## config.mk

```make
export PLATFORM = sky130hd
export DESIGN_NAME = mips_state_dumper
export DESIGN_NICKNAME = d
export VERILOG_FILES = /design/src/rtl/mips_state_dumper.sv
export SDC_FILE = /design/constraint.sdc
export NUM_CORES = 1
export LEC_CHECK = 0
export CAP_MARGIN = 20
export CORE_UTILIZATION = 49
export DETAILED_ROUTE_END_ITERATION = 7
export PLACE_DENSITY = 0.87
export SYNTH_ARGS = -nofsm -noshare
export SYNTH_HDL_FRONTEND = slang
export SYNTH_SLANG_ARGS = --single-unit
export TNS_END_PERCENT = 1
```

## constraint.sdc

```tcl
create_clock -name clk -period 5.77 [get_ports clk]
set_input_delay 1.154 -clock clk [delete_from_list [all_inputs] [get_ports clk]]
set_output_delay 1.154 -clock clk [all_outputs]
set_load 0.05 [all_outputs]
```

## src/rtl/mips_state_dumper.sv

```systemverilog
// mips_state_dumper: snapshots the MIPS PC, register file and byte-wide data
// memory on request and streams them out as tagged 32-bit valid/ready beats.
// Beat order: PC, registers 0..NUM_REGS-1, then DM_WORDS big-endian words.
// Optional feature: define MIPS_STATE_DUMPER_CHECKSUM_EN to append a final
// beat (tag 3) carrying the XOR of every data beat sent in the dump.
module mips_state_dumper #(
    parameter int unsigned NUM_REGS  = 32,
    parameter int unsigned DM_ADDR_W = 10,
    parameter int unsigned DM_BASE   = 0,
    parameter int unsigned DM_WORDS  = 12
) (
    input  logic                 clk,
    input  logic                 rst,
    input  logic                 start,
    input  logic [31:0]          pc_in,
    output logic [4:0]           rf_raddr,
    input  logic [31:0]          rf_rdata,
    output logic [DM_ADDR_W-1:0] dm_raddr,
    input  logic [7:0]           dm_rdata,
    output logic                 dump_valid,
    input  logic                 dump_ready,
    output logic [31:0]          dump_data,
    output logic [1:0]           dump_tag,
    output logic [7:0]           dump_index,
    output logic                 busy,
    output logic                 done
);

    typedef enum logic [2:0] {
        StIdle,
        StCapPc,
        StRdReg,
        StRdDm,
        StEmit,
        StDone
    } state_e;

    localparam logic [1:0] TagPc  = 2'd0;
    localparam logic [1:0] TagReg = 2'd1;
    localparam logic [1:0] TagDm  = 2'd2;
    localparam logic [1:0] TagSum = 2'd3;

    localparam logic [7:0] LastReg  = 8'(NUM_REGS - 1);
    localparam logic [7:0] LastWord = 8'(DM_WORDS - 1);
    localparam bit         HasDm    = (DM_WORDS != 0);

    state_e                 state_q, state_d;
    logic [31:0]            data_q, data_d;
    logic [1:0]             tag_q, tag_d;
    logic [7:0]             index_q, index_d;
    logic [1:0]             byte_q, byte_d;
    logic [4:0]             rf_raddr_q, rf_raddr_d;
    logic [DM_ADDR_W-1:0]   dm_raddr_q, dm_raddr_d;
    logic [7:0]             next_index;
    logic                   finish;
`ifdef MIPS_STATE_DUMPER_CHECKSUM_EN
    logic [31:0]            xor_q, xor_d;
`endif

    // Byte address of byte b in dumped word; wraps modulo the memory size.
    function automatic logic [DM_ADDR_W-1:0] dm_addr(input logic [7:0] word,
                                                     input logic [1:0] b);
        return DM_ADDR_W'(DM_BASE + {22'd0, word, 2'b00} + {30'd0, b});
    endfunction

    assign next_index = index_q + 8'd1;

    // State register and beat/address holding registers.
    always_ff @(posedge clk or posedge rst) begin
        if (rst) begin
            state_q    <= StIdle;
            data_q     <= '0;
            tag_q      <= '0;
            index_q    <= '0;
            byte_q     <= '0;
            rf_raddr_q <= '0;
            dm_raddr_q <= '0;
`ifdef MIPS_STATE_DUMPER_CHECKSUM_EN
            xor_q      <= '0;
`endif
        end else begin
            state_q    <= state_d;
            data_q     <= data_d;
            tag_q      <= tag_d;
            index_q    <= index_d;
            byte_q     <= byte_d;
            rf_raddr_q <= rf_raddr_d;
            dm_raddr_q <= dm_raddr_d;
`ifdef MIPS_STATE_DUMPER_CHECKSUM_EN
            xor_q      <= xor_d;
`endif
        end
    end

    // Next-state logic: capture a beat, present it, then step to the next item.
    always_comb begin
        state_d    = state_q;
        data_d     = data_q;
        tag_d      = tag_q;
        index_d    = index_q;
        byte_d     = byte_q;
        rf_raddr_d = rf_raddr_q;
        dm_raddr_d = dm_raddr_q;
        finish     = 1'b0;
`ifdef MIPS_STATE_DUMPER_CHECKSUM_EN
        xor_d      = xor_q;
`endif
        unique case (state_q)
            StIdle: begin
                if (start) begin
                    state_d = StCapPc;
`ifdef MIPS_STATE_DUMPER_CHECKSUM_EN
                    xor_d   = '0;
`endif
                end
            end
            StCapPc: begin
                data_d  = pc_in;
                tag_d   = TagPc;
                index_d = '0;
                state_d = StEmit;
            end
            StRdReg: begin
                // tag/index were set on entry; rf_raddr already points at the register
                data_d  = rf_rdata;
                state_d = StEmit;
            end
            StRdDm: begin
                // shift left so byte 0 ends up in bits 31:24
                data_d = {data_q[23:0], dm_rdata};
                if (byte_q == 2'd3) begin
                    state_d = StEmit;
                end else begin
                    byte_d     = byte_q + 2'd1;
                    dm_raddr_d = dm_addr(index_q, byte_q + 2'd1);
                end
            end
            StEmit: begin
                if (dump_ready) begin
`ifdef MIPS_STATE_DUMPER_CHECKSUM_EN
                    if (tag_q != TagSum) xor_d = xor_q ^ data_q;
`endif
                    unique case (tag_q)
                        TagPc: begin
                            state_d    = StRdReg;
                            tag_d      = TagReg;
                            index_d    = '0;
                            rf_raddr_d = '0;
                        end
                        TagReg: begin
                            if (index_q != LastReg) begin
                                state_d    = StRdReg;
                                index_d    = next_index;
                                rf_raddr_d = next_index[4:0];
                            end else if (HasDm) begin
                                state_d    = StRdDm;
                                tag_d      = TagDm;
                                index_d    = '0;
                                byte_d     = '0;
                                dm_raddr_d = dm_addr(8'd0, 2'd0);
                            end else begin
                                finish = 1'b1;
                            end
                        end
                        TagDm: begin
                            if (index_q != LastWord) begin
                                state_d    = StRdDm;
                                index_d    = next_index;
                                byte_d     = '0;
                                dm_raddr_d = dm_addr(next_index, 2'd0);
                            end else begin
                                finish = 1'b1;
                            end
                        end
                        TagSum: state_d = StDone;
                    endcase
                    if (finish) begin
`ifdef MIPS_STATE_DUMPER_CHECKSUM_EN
                        state_d = StEmit;
                        tag_d   = TagSum;
                        index_d = '0;
                        data_d  = xor_q ^ data_q;
`else
                        state_d = StDone;
`endif
                    end
                end
            end
            StDone: state_d = StIdle;
            default: state_d = StIdle;
        endcase
    end

    assign rf_raddr   = rf_raddr_q;
    assign dm_raddr   = dm_raddr_q;
    assign dump_valid = (state_q == StEmit);
    assign dump_data  = data_q;
    assign dump_tag   = tag_q;
    assign dump_index = index_q;
    assign busy       = (state_q != StIdle) && (state_q != StDone);
    assign done       = (state_q == StDone);

endmodule
```

* After elaboration in Yosys (flattened, before gate mapping)
Index checks and enable logic that the tools add are counted.
** Storage, ports and cells
- Word-level logic and storage cells :: 83
- Bits in registers :: 62
- Input bits :: 76
- Output and inout port bits :: 60
** Operators by class
- Equality and inequality tests :: 23
- Reduce and logical (&&, ||, !) cells :: 14
- Add/subtract/negate cells :: 3
- Mux-type cells :: 36
** Operators with widths (number)
- $pmux 32 s3 :: 1
- $mux 10 :: 4
- $pmux 10 s2 :: 2
- $mux 8 :: 3
- $pmux 3 s4 :: 2
- $pmux 8 s3 :: 1
- $pmux 2 s2 :: 4
- $pmux 8 s2 :: 1
- $reduce_and 4->1 :: 4
- $mux 3 :: 5
- $mux 2 :: 6
- $add 10x2->10 :: 1
- $pmux 5 s2 :: 1
- $ne 3x3->1 const B :: 3
- $add 8x1->8 const B :: 1
- $ne 2x2->1 const B :: 4
- $ne 8x4->1 const B :: 1
- $ne 8x5->1 const B :: 1
- $eq 2x2->1 const B :: 3
- $eq 3x2->1 const B :: 2
- $eq 3x3->1 const B :: 2
- $ne 3x1->1 const B :: 2
- $reduce_and 6->1 :: 1
- $reduce_bool 2->1 :: 3
- other kinds (13) :: 18

* Longest topological paths before layout
- Depth in word-level cells :: 8
- Gate-level depth with buffers :: 7
- Depth with buffers taken out :: 6

* Least setup slack after synthesis
OpenSTA, ideal clock, no wires.
- Kind :: register to output
- From :: reg state_q[1]
- To :: out done
- Arrival :: 1.664 ns
- Setup slack :: 2.952 ns
- Required time :: 4.616 ns
- Path buffers :: 3
- Stages on the path, launching flop included :: 6
- Path through :: dfrtp_1 buf_2 inv_2 clkbuf_1 buf_1 and3_1
** Between the ends
- Word-level cells in the longest chain between the ends :: 1
** RTL lines
- start, declared :: line 47 : state_e state_q, state_d;
- start signal, assigned :: line 71 : state_q <= StIdle;
- start signal, assigned :: line 82 : state_q <= state_d;
- $eq 3x3->1 :: line 201 : assign done = (state_q == StDone);
- end, declared :: line 26 : output logic done
Every way passes these cells.

* Final worst setup path
- From :: reg state_q[1]
- To :: out dump_valid
** Between the ends
- Word-level cells in the longest chain between the ends :: 1
** RTL lines
- $eq 3x3->1 :: line 196 : assign dump_valid = (state_q == StEmit);
- end, declared :: line 20 : output logic dump_valid,
Every way passes these cells.

==> flow_summary.toml <==
[outcome]
status = "complete, no violations"

[clock_network]
htree_levels = 3
clk_latency_ps = 340
cts_sinks = 60
cts.clk_slew.worst_paths_ps = 70
cts_tree = "done"
cts_buffers = 9
post-cts-setup-buffer-count = 0
cts-root-buf = "clkbuf_8"
cts_resized = 0
clockBufferDepth = 2
hold_buffers = 0

[worst_setup_path]
crit_path_end = "dump_valid"
startpoint_type = "flip-flop"
r2r_cells = 4
cp_slowest_cell = "clkdlybuf4s50_1"
r2r_setup_slack_ps = 3140
critPathLaunch = "state_q[1]$_DFFE_PP0P_"
r2r-start = "state_q[1]$_DFFE_PP0P_"
crit_family = "buffers and inverters"
crit_cells = 3
r2r_end = "dump_data[27]$_DFFE_PP0P_"
worstPathCellList = "or3b_1 > inv_2 > clkdlybuf4s50_1"
crit_buf_inv = 2
path_class = "reg -> out"
critical_path_peak_fanout = 42
cpPeakStageDelay_ps = 830
crit_path_end_kind = "primary output"
required_ps = 4620
arrival_ps = 2870

[placement]
place_congestion = 0.896
dp.cells = 596
io_buffers = 135
dp_hpwl_um = 7840
dpl_cell_area_sq_um = 5060

[final_layout]
area_growth_pct = 42.1
nets = 592
antenna_cells = 0
design_area_sq_um = 5210
fillers = 555
multi_input_area_sq_um = 1990
drive_above_1_share = 0.106
fin_cells = 610
regArea_sq_um = 1500

[synth]
syn-num-nets = 469
synth_edf_count = 0
synthCells = 385
synth_area_sq_um = 3670
synthTopCellsByArea = "dfrtp_1, a22oi_1, mux2_2, mux2i_1, o21ai_1"
ys_warn_count = 0
syn_avg_cell_area_sq_um = 9.53
synth_top_area_frac = 0.409
yosysTopAreaCell = "dfrtp_1"
ys_seq_area_frac = 0.409
ys_ff_latch = 60
synth_cell_types = 57
synth_ff_type = "dfrtp_1"
async_reset_ff_frac = 1.00

[routing]
wire_per_inst_um = 17.8
drtPass1Iterations = 5
drt_iter0_drc = 251
num_vias = 3576
ant_nets = 0
totalWireLength_um = 10900
vias_per_cell = 5.86
drcViolationCount = 0

[timing]
fin_tns_setup_ps = 0
slew_viol_final = 0
post-route-min-period_ps = 4020
slew-limit-headroom = 0.356
fmax_ghz = 0.249
clock_skew_ps = 4.82
final-setup-viol-count = 0
rsz0062_at_grt = "false"
hold_viol = 0
whs_ps = 509
tightest_slew_ps = 966
min_period_over_period = 0.697

[run]
maxCapViolations = 0

[grt]
antenna_found_initial = 0
grt_use_total = 0.282
grt_pass1_wl_um = 16700
grt_pass1_vias = 3357
grt_max_degree = 61
overflow = 0

[floorplanning]
core_area_sq_um = 7250
die_area_sq_um = 7840
pin_count = 136
die_w_um = 88.5
rows = 31
die_h_um = 88.5
start_util = 0.506

[power_and_ir_drop]
p_per_area_nw_per_um2 = 483
peakVddDrop_mv = 0.326
p_leak_nw = 2.06

[min_path]
hp-class = "reg -> reg"
## cell type report
class / count / area share
Tap cell: 99 / 0.0238
Timing Repair Buffer: 140 / 0.266
Multi-Input combinational cell: 284 / 0.382
Clock inverter: 3 / 0.00288
Inverter: 13 / 0.00936
Sequential cell: 60 / 0.288
Clock buffer: 11 / 0.0271
## report_power, final
part	internal [mW]	switching [mW]
Combinational	0.531	0.942
Clock	0.160	0.162
Sequential	0.561	0.161
## sequential cells by signal, indices dropped and copies added, names as in the netlist
name and cells:
byte_q 1, dm_raddr 9, dump_data 32, dump_index 8
dump_tag 2, rf_raddr 5, state_q 3
## cells in the final DEF (no fill, tap or decap), types with 18 or more instances in the layout
cell,count
a21oi_1,20
a22oi_1,34
clkdlybuf4s50_1,135
dfrtp_1,59
mux2_2,18
mux2i_1,19
nand2_1,30
nor2_1,22
o21ai_1,37
## metal layers
layer | GRT usage | vias to the layer above | routed length (um)
met4 | 0.104 | 0 | 202
met3 | 0.0616 | 17 | 689
met2 | 0.445 | 151 | 5300
met5 | 0 | - | 0
li1 | - | 1679 | -
met1 | 0.382 | 1729 | 4670
## per-stage QoR
step | worst slack (ps) | util | total power [mW]
2_1_floorplan | 2950 | - | 1.69
3_3_place_gp | 2160 | 0.697 | 2.15
3_5_place_dp | 2140 | 0.697 | 2.20
4_1_cts | 1750 | 0.719 | 2.52
5_1_grt | 1660 | 0.719 | 2.66
6_report | 1750 | 0.719 | 2.52
## synthesized netlist by cell type (all sizes together), types with 2 or more instances
cell type and n:
mux2i 19, a21oi 20, nand2 30, buf 13, inv 13, nor3 5
or3 3, o21ai 44, or2 3, dfrtp 60, o21a 3, and3 3
o211ai 6, nand2b 4, o2bb2ai 4, a21o 2, nor3b 2, mux2 24
o31ai 3, clkbuf 15, nand4 2, nand4bb 2, nor4bb 2, a22o 7
or4 2, a22oi 34, nand3 9, ha 8, o22ai 3, nor2 24
## kinds of logic (layout without fill, tap and decap cells)
family / Yosys count / in the layout / synth area share
xor+xnor: 2 / 2 / 0.00478
simple gates: 96 / 96 / 0.138
flops: 60 / 60 / 0.409
compound gates: 135 / 135 / 0.241
buf+inv: 41 / 167 / 0.0477
fa+ha+maj: 8 / 8 / 0.0273
mux: 43 / 43 / 0.132
## worst min path at each step
stage               depth (start not counted)                   endpoint                 startpoint  slack (ps)
global placement                            2   dump_data[4]$_DFFE_PP0P_   dump_data[4]$_DFFE_PP0P_         490
CTS                                         2   dump_data[1]$_DFFE_PP0P_   dump_data[1]$_DFFE_PP0P_         520
floorplan                                   3    dm_raddr[1]$_DFFE_PP0P_     state_q[2]$_DFFE_PP0P_         630
global route                                1    dm_raddr[2]$_DFFE_PP0P_    dm_raddr[2]$_DFFE_PP0P_         540
finish                                      2  dump_data[15]$_DFFE_PP0P_  dump_data[15]$_DFFE_PP0P_         510
detailed placement                          2   dump_data[1]$_DFFE_PP0P_   dump_data[1]$_DFFE_PP0P_         500
## tightest hold or removal path, stage by stage, from the launching register on
cell and delay (ps):
dfrtp_1 360, nand2_1 50, o21ai_1 60
Note: power is estimated with default switching activity, not from simulation.
